[src/rtl/muldiv_hilo_ctrl_if.sv]
// EX-stage connection to the multiply/divide HI/LO sequencer.
// start is the issue strobe (valid) for one cycle; busy is the stall (not-ready) seen in that same cycle.
interface muldiv_hilo_ctrl_if;
    logic        start;
    logic [2:0]  op;
    logic [31:0] src_a;
    logic [31:0] src_b;
    logic        flush;
    logic        busy;
    logic        done;
    logic [31:0] hi;
    logic [31:0] lo;
    logic [1:0]  state;

    modport master (
        output start, op, src_a, src_b, flush,
        input  busy, done, hi, lo, state
    );

    modport slave (
        input  start, op, src_a, src_b, flush,
        output busy, done, hi, lo, state
    );
endinterface

[src/rtl/muldiv_hilo_ctrl.sv]
// Multi-cycle MULT/MULTU/DIV/DIVU sequencer owning HI/LO, with MTHI/MTLO writes,
// a combinational stall and exception flush.
module muldiv_hilo_ctrl #(
    parameter int MUL_LAT = 2
) (
    input logic               clk,
    input logic               rst,
    muldiv_hilo_ctrl_if.slave bus
);
    localparam logic [1:0] S_IDLE = 2'd0;
    localparam logic [1:0] S_MUL  = 2'd1;
    localparam logic [1:0] S_DIV  = 2'd2;
    localparam logic [1:0] S_DONE = 2'd3;

    localparam logic [2:0] OP_MULT  = 3'b000;
    localparam logic [2:0] OP_MULTU = 3'b001;
    localparam logic [2:0] OP_DIV   = 3'b010;
    localparam logic [2:0] OP_DIVU  = 3'b011;
    localparam logic [2:0] OP_MTHI  = 3'b100;
    localparam logic [2:0] OP_MTLO  = 3'b101;

    localparam logic [5:0] MUL_CNT = 6'(MUL_LAT);
    localparam logic [5:0] DIV_CNT = 6'd32;

    logic [1:0]  state;
    logic [5:0]  cnt;
    logic [31:0] opa;
    logic [31:0] opb;
    logic        is_signed;
    logic        is_mul;
    logic        neg_q;
    logic        neg_r;
    logic        div_zero;
    logic [63:0] acc;
    logic [31:0] hi_r;
    logic [31:0] lo_r;

    logic        issue;
    logic        is_mul_op;
    logic        is_div_op;
    logic [31:0] abs_a;
    logic [31:0] abs_b;
    logic signed [63:0] ext_a;
    logic signed [63:0] ext_b;
    logic [63:0] product;
    logic [33:0] trial;
    logic [63:0] step_acc;
    logic        commit_en;
    logic [31:0] commit_hi;
    logic [31:0] commit_lo;

    always_comb begin
        is_mul_op = (bus.op == OP_MULT) || (bus.op == OP_MULTU);
        is_div_op = (bus.op == OP_DIV)  || (bus.op == OP_DIVU);
        issue     = (state == S_IDLE) && bus.start && !bus.flush;
        abs_a     = (bus.op == OP_DIV && bus.src_a[31]) ? (~bus.src_a + 32'd1) : bus.src_a;
        abs_b     = (bus.op == OP_DIV && bus.src_b[31]) ? (~bus.src_b + 32'd1) : bus.src_b;
    end

    // Sign- or zero-extending to 64 bits lets one multiplier serve both MULT and MULTU.
    always_comb begin
        ext_a   = {{32{is_signed & opa[31]}}, opa};
        ext_b   = {{32{is_signed & opb[31]}}, opb};
        product = 64'(ext_a * ext_b);
    end

    // acc holds {partial remainder, dividend shifting out / quotient shifting in}.
    always_comb begin
        trial = {1'b0, acc[63:31]} - {2'b00, opb};
        if (trial[33]) begin
            step_acc = {acc[62:0], 1'b0};
        end else begin
            step_acc = {trial[31:0], acc[30:0], 1'b1};
        end
    end

    always_comb begin
        commit_en = (state == S_DONE) && !bus.flush && (is_mul || !div_zero);
        if (is_mul) begin
            commit_hi = acc[63:32];
            commit_lo = acc[31:0];
        end else begin
            commit_hi = neg_r ? (~acc[63:32] + 32'd1) : acc[63:32];
            commit_lo = neg_q ? (~acc[31:0] + 32'd1) : acc[31:0];
        end
    end

    always_ff @(posedge clk or posedge rst) begin
        if (rst) begin
            state     <= S_IDLE;
            cnt       <= 6'd0;
            opa       <= 32'd0;
            opb       <= 32'd0;
            is_signed <= 1'b0;
            is_mul    <= 1'b0;
            neg_q     <= 1'b0;
            neg_r     <= 1'b0;
            div_zero  <= 1'b0;
            acc       <= 64'd0;
            hi_r      <= 32'd0;
            lo_r      <= 32'd0;
        end else begin
            case (state)
                S_IDLE: begin
                    if (issue && is_mul_op) begin
                        opa       <= bus.src_a;
                        opb       <= bus.src_b;
                        is_signed <= (bus.op == OP_MULT);
                        is_mul    <= 1'b1;
                        cnt       <= MUL_CNT;
                        state     <= S_MUL;
                    end else if (issue && is_div_op) begin
                        opb       <= abs_b;
                        acc       <= {32'd0, abs_a};
                        neg_q     <= (bus.op == OP_DIV) && (bus.src_a[31] ^ bus.src_b[31]);
                        neg_r     <= (bus.op == OP_DIV) && bus.src_a[31];
                        div_zero  <= (bus.src_b == 32'd0);
                        is_mul    <= 1'b0;
                        cnt       <= DIV_CNT;
                        state     <= S_DIV;
                    end else if (issue && bus.op == OP_MTHI) begin
                        hi_r <= bus.src_a;
                    end else if (issue && bus.op == OP_MTLO) begin
                        lo_r <= bus.src_a;
                    end
                end
                S_MUL: begin
                    if (bus.flush) begin
                        cnt   <= 6'd0;
                        state <= S_IDLE;
                    end else begin
                        cnt <= cnt - 6'd1;
                        if (cnt == 6'd1) begin
                            acc   <= product;
                            state <= S_DONE;
                        end
                    end
                end
                S_DIV: begin
                    if (bus.flush) begin
                        cnt   <= 6'd0;
                        state <= S_IDLE;
                    end else begin
                        acc <= step_acc;
                        cnt <= cnt - 6'd1;
                        if (cnt == 6'd1) begin
                            state <= S_DONE;
                        end
                    end
                end
                S_DONE: begin
                    state <= S_IDLE;
                    if (commit_en) begin
                        hi_r <= commit_hi;
                        lo_r <= commit_lo;
                    end
                end
                default: state <= S_IDLE;
            endcase
        end
    end

    assign bus.busy  = (issue && (is_mul_op || is_div_op)) || (state == S_MUL) || (state == S_DIV);
    assign bus.done  = (state == S_DONE) && !bus.flush;
    assign bus.hi    = hi_r;
    assign bus.lo    = lo_r;
    assign bus.state = state;
endmodule

[src/flat_wrapper.sv]
// flat-port wrapper written by rule: the top's interface ports become plain ports
module muldiv_hilo_ctrl_flat 
#(
    parameter int MUL_LAT = 2
)
  (clk, rst, bus_start, bus_op, bus_src_a, bus_src_b, bus_flush, bus_busy, bus_done, bus_hi, bus_lo, bus_state);
  muldiv_hilo_ctrl_if bus_i ();
  input logic clk;
  input logic rst;
  input wire logic [$bits(bus_i.start)-1:0] bus_start;
  input wire logic [$bits(bus_i.op)-1:0] bus_op;
  input wire logic [$bits(bus_i.src_a)-1:0] bus_src_a;
  input wire logic [$bits(bus_i.src_b)-1:0] bus_src_b;
  input wire logic [$bits(bus_i.flush)-1:0] bus_flush;
  output wire logic [$bits(bus_i.busy)-1:0] bus_busy;
  output wire logic [$bits(bus_i.done)-1:0] bus_done;
  output wire logic [$bits(bus_i.hi)-1:0] bus_hi;
  output wire logic [$bits(bus_i.lo)-1:0] bus_lo;
  output wire logic [$bits(bus_i.state)-1:0] bus_state;
  assign bus_i.start = bus_start;
  assign bus_i.op = bus_op;
  assign bus_i.src_a = bus_src_a;
  assign bus_i.src_b = bus_src_b;
  assign bus_i.flush = bus_flush;
  assign bus_busy = bus_i.busy;
  assign bus_done = bus_i.done;
  assign bus_hi = bus_i.hi;
  assign bus_lo = bus_i.lo;
  assign bus_state = bus_i.state;
  muldiv_hilo_ctrl #(.MUL_LAT(MUL_LAT)) u_core (.clk(clk), .rst(rst), .bus(bus_i));
endmodule
[config.mk]
export PLATFORM = sky130hd
export DESIGN_NAME = muldiv_hilo_ctrl_flat
export DESIGN_NICKNAME = d
export VERILOG_FILES = /design/src/rtl/muldiv_hilo_ctrl_if.sv /design/src/rtl/muldiv_hilo_ctrl.sv /design/src/flat_wrapper.sv
export SDC_FILE = /design/constraint.sdc
export NUM_CORES = 2
export LEC_CHECK = 0
export ABC_AREA = 1
export ABC_CLOCK_PERIOD_IN_PS = 6890
export BUFFER_PORTS_ARGS = -buffer_cell sky130_fd_sc_hd__buf_2
export CORE_MARGIN = 2
export CORE_UTILIZATION = 56
export DETAILED_ROUTE_END_ITERATION = 10
export PLACE_DENSITY = 0.87
export SYNTH_ARGS = -nofsm -noshare
export SYNTH_HDL_FRONTEND = slang
export SYNTH_SLANG_ARGS = --single-unit
[constraint.sdc]
create_clock -name clk -period 6.89 [get_ports clk]
set_input_delay 1.378 -clock clk [delete_from_list [all_inputs] [get_ports clk]]
set_output_delay 1.378 -clock clk [all_outputs]
set_load 0.05 [all_outputs]
==> report_table.html <==
<table>
<tr><th>Metric</th><th>Value</th></tr>
<tr><th colspan="2">Outcome</th></tr>
<tr><td>Outcome</td><td>complete, but fails checks</td></tr>
<tr><td>Violations in the final reports</td><td>setup timing</td></tr>
<tr><th colspan="2">Setup path</th></tr>
<tr><td>Type of the worst setup path</td><td>reg -&gt; reg</td></tr>
<tr><td>Critical path arrival</td><td>8.23 ns</td></tr>
<tr><td>Most frequent cell on the critical path</td><td>sky130_fd_sc_hd__nand2_1</td></tr>
<tr><td>Launch point of the worst reg-to-reg path</td><td>u_core.opb[0]</td></tr>
<tr><td>Worst path top cell family by delay</td><td>adder cells</td></tr>
<tr><td>Capture instance of the worst register-to-register path</td><td>u_core.acc[52]</td></tr>
<tr><td>Reg2Reg Depth</td><td>31</td></tr>
<tr><td>Count of buffer and inverter cells on the critical path</td><td>9</td></tr>
<tr><td>Endpoint type of the worst setup path</td><td>flop</td></tr>
<tr><td>Worst R2R Setup Slack</td><td>-0.87 ns</td></tr>
<tr><td>Data required time of the critical path</td><td>7.36 ns</td></tr>
<tr><td>Crit-path max cell delay</td><td>0.64 ns</td></tr>
<tr><td>CP max-delay cell</td><td>sky130_fd_sc_hd__fa_2</td></tr>
<tr><td>Critical path startpoint category</td><td>flop</td></tr>
<tr><td>Maximum fanout encountered on the critical timing path</td><td>5</td></tr>
<tr><th colspan="2">Floorplan</th></tr>
<tr><td>Core Region</td><td>98000 um^2</td></tr>
<tr><td>Y dimension of the die</td><td>318 um</td></tr>
<tr><td>Starting density of the core</td><td>56.3%</td></tr>
<tr><td>Die area</td><td>101000 um^2</td></tr>
<tr><td>Site Rows</td><td>115</td></tr>
<tr><td>Width of the die</td><td>318 um</td></tr>
<tr><td>Number of top-level design ports</td><td>139</td></tr>
<tr><th colspan="2">CTS</th></tr>
<tr><td>Number of clock buffers inserted by TritonCTS</td><td>27</td></tr>
<tr><td>H-tree level count</td><td>1</td></tr>
<tr><td>CTS tree</td><td>done</td></tr>
<tr><td>Worst skew pair latency</td><td>0.61 ns</td></tr>
<tr><td>Sinks on the clock net</td><td>205</td></tr>
<tr><td>Clock transition at the register clock pins on the worst setup and hold paths after CTS</td><td>0.07 ns</td></tr>
<tr><td>Clock root cell</td><td>sky130_fd_sc_hd__clkbuf_16</td></tr>
<tr><td>Hold buffers post-CTS</td><td>0</td></tr>
<tr><td>Number of buffers on the longest clock path</td><td>3</td></tr>
<tr><th colspan="2">Hold path</th></tr>
<tr><td>Hold endpoint</td><td>u_core.bus.lo[12]</td></tr>
<tr><td>Startpoint of the lowest-slack hold path</td><td>u_core.bus.lo[12]</td></tr>
<tr><td>Worst hold path depth</td><td>2</td></tr>
<tr><td>Type of the tightest min-delay check</td><td>reg -&gt; reg</td></tr>
<tr><th colspan="2">Placed design</th></tr>
<tr><td>Post-detailed-placement half-perimeter wirelength</td><td>163000 um</td></tr>
<tr><td>Post-Place Cells</td><td>9071</td></tr>
<tr><td>Placed Instance Area</td><td>61700 um^2</td></tr>
<tr><td>Final weighted congestion of routability-driven global placement</td><td>1.10</td></tr>
<tr><td>Number of I/O port buffers</td><td>138</td></tr>
<tr><th colspan="2">Route</th></tr>
<tr><td>Average via count per standard cell</td><td>5.91</td></tr>
<tr><td>Initial detailed-routing violation count</td><td>6715</td></tr>
<tr><td>1st-pass router iterations</td><td>9</td></tr>
<tr><td>DRC viols</td><td>0</td></tr>
<tr><td>WL final</td><td>209000 um</td></tr>
<tr><td>WL/cell</td><td>22.6 um</td></tr>
<tr><td>Overall via count from detail_route</td><td>54400</td></tr>
<tr><td>Detail Route Antenna Nets</td><td>0</td></tr>
<tr><th colspan="2">Timing</th></tr>
<tr><td>Unrepaired setup endpoints after global routing</td><td>true</td></tr>
<tr><td>Final Hold Viols</td><td>0</td></tr>
<tr><td>Worst slew pin tran</td><td>1.19 ns</td></tr>
<tr><td>Final critical-path share of the clock period</td><td>113%</td></tr>
<tr><td>Time the final worst path needs with I/O delays and setup</td><td>7.76 ns</td></tr>
<tr><td>Worst Clk Skew</td><td>0.0348 ns</td></tr>
<tr><td>Min setup slack post-route</td><td>-0.865 ns</td></tr>
<tr><td>Number of max-slew violations in the final report</td><td>0</td></tr>
<tr><td>Maximum clock frequency</td><td>129 MHz</td></tr>
<tr><td>Setup Total Neg Slack</td><td>-19.67 ns</td></tr>
<tr><td>Final setup vio count</td><td>43</td></tr>
<tr><td>Worst-case headroom to the max-slew limit</td><td>20.0%</td></tr>
<tr><th colspan="2">Global route</th></tr>
<tr><td>Layer with the highest usage after global routing</td><td>met2</td></tr>
<tr><td>Aggregate global-route resource usage</td><td>39.9%</td></tr>
<tr><td>Met1 layer usage reported by global route</td><td>49.6%</td></tr>
<tr><td>Routing usage on met2</td><td>63.5%</td></tr>
<tr><td>Total congestion overflow after global routing</td><td>0</td></tr>
<tr><td>First-pass GRT wire length</td><td>312000 um</td></tr>
<tr><td>Number of antenna violations at the first check in global routing</td><td>18</td></tr>
<tr><td>Vias in the first global route</td><td>56300</td></tr>
<tr><td>Maximum number of pins on one net before global-route repair</td><td>157</td></tr>
<tr><td>Global-route met3 utilization</td><td>9.19%</td></tr>
<tr><th colspan="2">Final layout</th></tr>
<tr><td>Commonest cells after routing, fill and taps aside</td><td>sky130_fd_sc_hd__nand2_1 (1833), sky130_fd_sc_hd__inv_1 (1780), sky130_fd_sc_hd__fa_1 (1103), sky130_fd_sc_hd__buf_4 (528), sky130_fd_sc_hd__nor2_1 (355)</td></tr>
<tr><td>End-of-flow core utilization</td><td>67.4%</td></tr>
<tr><td>Number of standard cells in the final layout excluding fillers</td><td>9206</td></tr>
<tr><td>Fraction of final layout cells sized beyond drive strength 1</td><td>18.2%</td></tr>
<tr><td>Final nets</td><td>9338</td></tr>
<tr><td>Most common cell after layout, fill and taps aside</td><td>sky130_fd_sc_hd__nand2_1</td></tr>
<tr><td>Post-route cell area</td><td>66000 um^2</td></tr>
<tr><td>Growth of design area from synthesis to finish</td><td>19.7%</td></tr>
<tr><th colspan="2">Run</th></tr>
<tr><td>Max-Cap Viols</td><td>0</td></tr>
<tr><th colspan="2">Synth</th></tr>
<tr><td>Number of synthesized flops with an enable pin</td><td>0</td></tr>
<tr><td>Synthesis warning total</td><td>0</td></tr>
<tr><td>Post-synthesis sequential area ratio</td><td>9.30%</td></tr>
<tr><td>Netlist area before placement</td><td>55200 um^2</td></tr>
<tr><td>Per-instance average area after synthesis</td><td>7.45 um^2</td></tr>
<tr><td>Gate count after technology mapping</td><td>7402</td></tr>
<tr><td>Net Count, Synth</td><td>8853</td></tr>
<tr><td>Count of cell types in the netlist</td><td>56</td></tr>
<tr><td>Share of async-settable or async-resettable flops after synthesis</td><td>100%</td></tr>
<tr><td>Flops &amp; latches, synth</td><td>205</td></tr>
<tr><td>Most used DFF post-synth</td><td>sky130_fd_sc_hd__dfrtp_1</td></tr>
</table>
[cells in the mapped netlist (69+ instances only)]
cell type,number,area [um^2]
sky130_fd_sc_hd__ha_1,254,3180
sky130_fd_sc_hd__nand2_1,1923,7220
sky130_fd_sc_hd__clkbuf_1,309,1160
sky130_fd_sc_hd__a21oi_1,221,1110
sky130_fd_sc_hd__o21ai_0,271,1360
sky130_fd_sc_hd__nor2_1,456,1710
sky130_fd_sc_hd__fa_1,1126,22500
sky130_fd_sc_hd__nand4_1,69,432
sky130_fd_sc_hd__dfrtp_1,205,5130
sky130_fd_sc_hd__inv_1,1861,6990
sky130_fd_sc_hd__nand3_1,310,1550
[how the worst max path moves through the flow]
stage,to,slack (ns),cells past startpoint,startpoint
finish,u_core.acc[52],-0.87,31,u_core.opb[0]
global route,u_core.acc[57],-0.92,29,u_core.opb[0]
CTS,u_core.acc[63],-0.35,36,u_core.opa[31]
detailed placement,u_core.acc[31],-0.91,28,u_core.opb[9]
global placement,u_core.acc[31],-0.81,28,u_core.opb[9]
floorplan,u_core.acc[57],-0.09,29,u_core.opa[31]
[per-layer routing]
metal	wire (um)	vias up
met3	26500	1407
li1	-	22600
met1	70500	26200
met2	93000	4126
met4	18200	16
met5	209	-
[per-stage QoR]
stage | hold WS [ns] | worst slack (ns)
6_report | 0.488 | -0.865
5_1_grt | 0.497 | -0.920
4_1_cts | 0.483 | -0.346
3_5_place_dp | 0.464 | -0.911
3_3_place_gp | 0.462 | -0.811
2_1_floorplan | 0.471 | -0.0880
[logic make-up after synthesis]
group                      after synthesis  share of synthesized area, %
buffers and inverters                 2229                          15.3
and+or+nand+nor                       2879                          21.3
adders and majority gates             1380                          46.6
AOI/OAI and AO/OA                      641                          6.39
xor gates and xnor gates                68                          1.08
DFF                                    205                          9.30
[worst register-to-register path, delay by kind of cell (launching register included)]
family / cells / cell delay (ns)
adder cells (fa/ha/maj): 9 / 4.64
buffers and inverters: 9 / 1.14
flip-flops: 1 / 0.48
AND/OR/NAND/NOR: 13 / 1.36
[sequential cells by signal, indices dropped and copies added (netlist names), 2 cells and up]
name and count:
u_core.opb 32, u_core.bus.state 2, u_core.bus.lo 32, u_core.cnt 6, u_core.opa 32, u_core.bus.hi 32, u_core.acc 64
[repair_timing]
| item | 4_1_cts | 5_1_grt |
|---|---|---|
| setup endpoints to repair | 47 | 50 |
| pin swaps | 144 | 92 |
| resized for setup | 416 | 309 |
| gates cloned | 3 | 0 |
| setup buffers | 39 | 40 |
[layout make-up]
cell class                 count  area, um^2
antenna                       11        27.5
multi-input combinational   4969       44200
sequential                   205        5140
fill                        7223       32000
clock inverter                17         189
timing repair buffer         806        7030
clock buffer                  33         748
inverter                    1878        7080
tap                         1287        1610
Power is not shown: default switching activity piles up to over one toggle a cycle in this logic, so the estimate is an artifact.
